==> config.mk <==
export PLATFORM = sky130hd
export DESIGN_NAME = gray_palette_colorizer
export DESIGN_NICKNAME = d
export VERILOG_FILES = /design/src/rtl/gray_palette_colorizer.sv
export SDC_FILE = /design/constraint.sdc
export NUM_CORES = 1
export LEC_CHECK = 0
export ABC_AREA = 1
export BUFFER_PORTS_ARGS = -buffer_cell sky130_fd_sc_hd__clkbuf_2
export CAP_MARGIN = 20
export CORE_UTILIZATION = 66
export DETAILED_ROUTE_END_ITERATION = 6
export PLACE_DENSITY = 0.83
export SYNTH_ARGS = -nofsm -noshare
export SYNTH_HDL_FRONTEND = slang
export SYNTH_SLANG_ARGS = --single-unit
==> constraint.sdc <==
create_clock -name i_clk -period 5.28 [get_ports i_clk]
set_clock_uncertainty 0.05 [all_clocks]
set_input_delay 0.264 -clock i_clk [delete_from_list [all_inputs] [get_ports i_clk]]
set_output_delay 0.264 -clock i_clk [all_outputs]
set_load 0.02 [all_outputs]
==> src/rtl/gray_palette_colorizer.sv <==
// Gray-to-RGB pseudo-colour stage with a double-buffered 16-entry palette.
// Optional PALETTE_INTERP_EN blends adjacent entries by the 4-bit fraction (adds one stage).
module gray_palette_colorizer #(
    parameter logic [7:0] DEF_STEP = 8'd17
) (
    input  logic        i_clk,
    input  logic        i_rst,
    input  logic        iValid,
    input  logic [7:0]  iGray,
    input  logic        i_frame_start,
    input  logic        i_pal_we,
    input  logic [3:0]  i_pal_addr,
    input  logic [23:0] i_pal_data,
    input  logic        i_pal_commit,
    output logic [7:0]  oRed,
    output logic [7:0]  oGreen,
    output logic [7:0]  oBlue,
    output logic        oValid,
    output logic        o_commit_pending,
    output logic        o_active_bank
);
    typedef enum logic [0:0] {StIdle, StPending} state_t;

    state_t      r_state;
    logic        r_active;
    logic [23:0] r_bank0 [16];
    logic [23:0] r_bank1 [16];

    logic        r_s1_valid;
    logic        r_s1_bank;
    logic [3:0]  r_s1_idx;
    logic [23:0] r_rgb;
    logic        r_valid;

    logic        w_flip;
    logic        w_eff_bank;
    logic [23:0] w_lo;

    // A flip happens on frame start if a swap is pending or requested this very cycle.
    assign w_flip     = i_frame_start && ((r_state == StPending) || i_pal_commit);
    assign w_eff_bank = r_active ^ w_flip;

    always_ff @(posedge i_clk) begin
        if (i_rst) begin
            r_state  <= StIdle;
            r_active <= 1'b0;
        end else begin
            case (r_state)
                StIdle: begin
                    if (i_pal_commit && i_frame_start) begin
                        r_active <= ~r_active;
                    end else if (i_pal_commit) begin
                        r_state <= StPending;
                    end
                end
                StPending: begin
                    if (i_frame_start) begin
                        r_active <= ~r_active;
                        r_state  <= StIdle;
                    end
                end
                default: r_state <= StIdle;
            endcase
        end
    end

    // Writes always hit the bank inactive before any same-cycle flip.
    always_ff @(posedge i_clk) begin
        if (i_rst) begin
            for (int k = 0; k < 16; k++) begin
                r_bank0[k] <= {3{8'(k) * DEF_STEP}};
                r_bank1[k] <= {3{8'(k) * DEF_STEP}};
            end
        end else if (i_pal_we) begin
            if (r_active) begin
                r_bank0[i_pal_addr] <= i_pal_data;
            end else begin
                r_bank1[i_pal_addr] <= i_pal_data;
            end
        end
    end

    always_ff @(posedge i_clk) begin
        if (i_rst) begin
            r_s1_valid <= 1'b0;
            r_s1_bank  <= 1'b0;
            r_s1_idx   <= 4'd0;
        end else begin
            r_s1_valid <= iValid;
            r_s1_bank  <= w_eff_bank;
            r_s1_idx   <= iGray[7:4];
        end
    end

    assign w_lo = r_s1_bank ? r_bank1[r_s1_idx] : r_bank0[r_s1_idx];

`ifdef PALETTE_INTERP_EN
    logic [3:0]  r_s1_frac;
    logic [3:0]  r_s2_frac;
    logic        r_s2_valid;
    logic [23:0] r_s2_lo;
    logic [23:0] r_s2_hi;
    logic [3:0]  w_idx_hi;
    logic [23:0] w_hi;

    function automatic logic [7:0] mix(input logic [7:0] a, input logic [7:0] b,
                                       input logic [3:0] f);
        logic [11:0] w_a;
        logic [11:0] w_b;
        logic [11:0] w_sum;
        w_a   = {4'd0, a} * (12'd16 - {8'd0, f});
        w_b   = {4'd0, b} * {8'd0, f};
        w_sum = w_a + w_b;
        return w_sum[11:4];
    endfunction

    assign w_idx_hi = (r_s1_idx == 4'hF) ? 4'hF : r_s1_idx + 4'd1;
    assign w_hi     = r_s1_bank ? r_bank1[w_idx_hi] : r_bank0[w_idx_hi];

    always_ff @(posedge i_clk) begin
        if (i_rst) begin
            r_s1_frac <= 4'd0;
        end else begin
            r_s1_frac <= iGray[3:0];
        end
    end

    always_ff @(posedge i_clk) begin
        if (i_rst) begin
            r_s2_valid <= 1'b0;
            r_s2_frac  <= 4'd0;
            r_s2_lo    <= 24'd0;
            r_s2_hi    <= 24'd0;
        end else begin
            r_s2_valid <= r_s1_valid;
            if (r_s1_valid) begin
                r_s2_frac <= r_s1_frac;
                r_s2_lo   <= w_lo;
                r_s2_hi   <= w_hi;
            end
        end
    end

    always_ff @(posedge i_clk) begin
        if (i_rst) begin
            r_valid <= 1'b0;
            r_rgb   <= 24'd0;
        end else begin
            r_valid <= r_s2_valid;
            if (r_s2_valid) begin
                r_rgb <= {mix(r_s2_lo[23:16], r_s2_hi[23:16], r_s2_frac),
                          mix(r_s2_lo[15:8],  r_s2_hi[15:8],  r_s2_frac),
                          mix(r_s2_lo[7:0],   r_s2_hi[7:0],   r_s2_frac)};
            end
        end
    end
`else
    logic w_unused_frac;
    assign w_unused_frac = ^iGray[3:0];

    always_ff @(posedge i_clk) begin
        if (i_rst) begin
            r_valid <= 1'b0;
            r_rgb   <= 24'd0;
        end else begin
            r_valid <= r_s1_valid;
            if (r_s1_valid) begin
                r_rgb <= w_lo;
            end
        end
    end
`endif

    assign oRed             = r_rgb[23:16];
    assign oGreen           = r_rgb[15:8];
    assign oBlue            = r_rgb[7:0];
    assign oValid           = r_valid;
    assign o_commit_pending = (r_state == StPending);
    assign o_active_bank    = r_active;
endmodule

==> impl_metrics.ini <==
[status]
status = complete, but fails checks
violations = design-rule violations

[detailed_routing]
wirelength_mm = 98.3
drtPass1Iterations = 7
vias = 27200
drc = 1
viasPerCell = 6.17
ant_nets = 0
drt_iter0_markers = 4586
wl_per_cell_um = 22.3

[floorplan]
ios = 69
initial_core_util_pct = 66.8
die_h_um = 236
fp.dieW_um = 236
core_sq_um = 53900
row_count = 85
die-area_sq_um = 55500

[clocking]
clock_path_buffers = 3
cts_tree = done
cts_setup_buffers = 0
clkSinkCount = 801
clk_latency_ps = 630
root_buffer = clkbuf_16
cts_made_buffers = 78
cts_max_level = 3
clkTransAtPathRegs_ps = 60

[global_routing]
antenna_found_initial = 2
grt_overflow_total = 0
grt_pass1_vias = 25300
grt_max_degree = 206
grt.total_usage_pct = 35.5
grt_pass1_wl_mm = 147

[layout]
final_common_cell = nand2_1
drive_above_1_share_pct = 8.38
diodes = 0
final_cell_mix = 1404 x nand2_1, 768 x edfxtp_1, 624 x nand3_1
fin_util_pct = 72.6
area_growth_pct = 8.59
fin_nets = 3687
final_cells = 4406

[setup_path]
reg2reg_from = o_active_bank
crit_buf_inv = 3
critPathArrivalTime_ps = 3670
path_cells = inv_2 -> nor3_4 -> inv_2 -> nor2_2 -> inv_1 -> nand2_1
timing.critical_path.from = o_active_bank
cpMostUsedCell = inv_2
cpMaxStageDelayCell = nand2_1
crit_fanout = 24
critPathRequiredTime_ps = 5470
critical_path_class = flip-flop to flip-flop
endpoint_kind = flip-flop
startpoint_type = flip-flop
path_delay_family = simple AND/OR/NAND/NOR gates
r2r_slack_ps = 1800
cpPeakStageDelay_ps = 900

[min_path]
timing.hold.worst.start = i_rst
hp-class = primary input to flip-flop

[timing]
worst_pin_slew_ps = 1130
period_minus_slack_ps = 3480
fin_crit_sh_pct = 66.0
fmax_mhz = 287
setup_ws_ps = 1800
hold_violations = 0
setup_tns_ps = 0
rsz0062_at_grt = no
whs_ps = 157
relSlewSlack_pct = 24.9
setup-violations-final = 0
final_max_slew_viol_count = 0

[placed_design]
dp_cells = 4253
pre_cts_slack_ps = 1570
io_buffers = 64
routabilityCongestion = 0.899
dp.final_hpwl_mm = 54.6

[logic_synthesis]
post-synth-top-area-fraction_pct = 64.0
synth_area_leaders = edfxtp_1 64%, nand2_1 15%, nand3_1 8.7%, nor2_1 4.3%, dfxtp_1 1.8%
yosys_most_used_dff = edfxtp_1
ys_ff_latch = 801
seq_area_frac_synth_pct = 65.8
syn_area_sq_um = 36000
synth_fp_nets = 3755
synth_enable_flop_cells = 768
ys_types = 21
yosys_warnings = 0
yosysTopAreaCell = edfxtp_1
syn_inst = 3713
avgSynthCellArea_sq_um = 9.71
ys_async_sr_fraction_pct = 0

[run]
maxCapViolCount = 0

[power_and_ir_drop]
power.density_nw_per_um2 = 354
p_leak_nw = 14.4
vdd.ir_drop.worst_mv = 0.247
stage by stage:
stage	area (sq um)	power (mW)
floorplan	36000	7.98
global placement	36500	8.35
detailed placement	36500	8.38
CTS	39100	13.8
global route	39100	14.2
finish	39100	13.9
cells by family (layout without fill, tap and decap cells):
| kind of cell | after synthesis | after routing | synth area share, % |
|---|---|---|---|
| flip-flops | 801 | 801 | 65.8 |
| buffers and inverters | 386 | 383 | 4.72 |
| AO/OA/AOI/OAI | 54 | 54 | 0.750 |
| AND/OR/NAND/NOR | 2472 | 2472 | 28.7 |
final timing paths:
| check | to | depth (start not counted) |
|---|---|---|
| setup / recovery | r_bank0[6][19] | 6 |
| hold / removal | flip-flop | 2 |
| setup reg to reg | r_bank0[6][19] | 6 |
| hold reg to reg | r_rgb[4] | 2 |
cell type report:
cell class | count | area [sq um]
sequential | 801 | 23700
fill | 3503 | 14800
multi-input combinational | 2526 | 10600
clock buffer | 115 | 2230
timing repair buffer | 149 | 1040
tap | 696 | 871
inverter | 89 | 348
clock inverter | 30 | 283
cells in the mapped netlist (26+ instances only):
master and instances:
nor2_1 413, buf_1 35, o21ai_0 28, edfxtp_1 768, nand2_1 1404, buf_2 115, dfxtp_1 33, clkbuf_1 129
a21oi_1 26, inv_1 69, nand3_1 624
timing repair:
action,CTS,global route
hold endpoints to repair,7,0
gates resized for setup,0,0
hold buffers,8,0
power breakdown:
| group | internal [mW] | switching [mW] | leakage [nW] |
|---|---|---|---|
| Sequential | 7.09 | 0.0713 | 6.92 |
| Clock | 3.19 | 2.35 | 1.23 |
| Combinational | 0.265 | 0.886 | 6.28 |
| Total | 10.5 | 3.31 | 14.4 |
flip-flops by register name (all words and copies together) (netlist names), named ones only:
name / count
r_bank1: 384
r_bank0: 384
o_commit_pending: 1
oValid: 1
o_active_bank: 1
r_s1_valid: 1
r_rgb: 24
r_s1_bank: 1
worst register-to-register path: cells and delay by family, from the launching register on:
family	cells	cell delay (ps)
AND/OR/NAND/NOR	3	1770
flip-flops	1	400
buffers and inverters	3	860
routing by layer:
layer / wire (um) / track usage, % / vias to the layer above
met5: 13 / 0 / -
met4: 5710 / 20.2 / 2
met3: 14400 / 7.43 / 288
met2: 44400 / 53.8 / 2016
met1: 33800 / 48.3 / 12700
li1: - / - / 12200
Power figures use the tool's default switching activity.
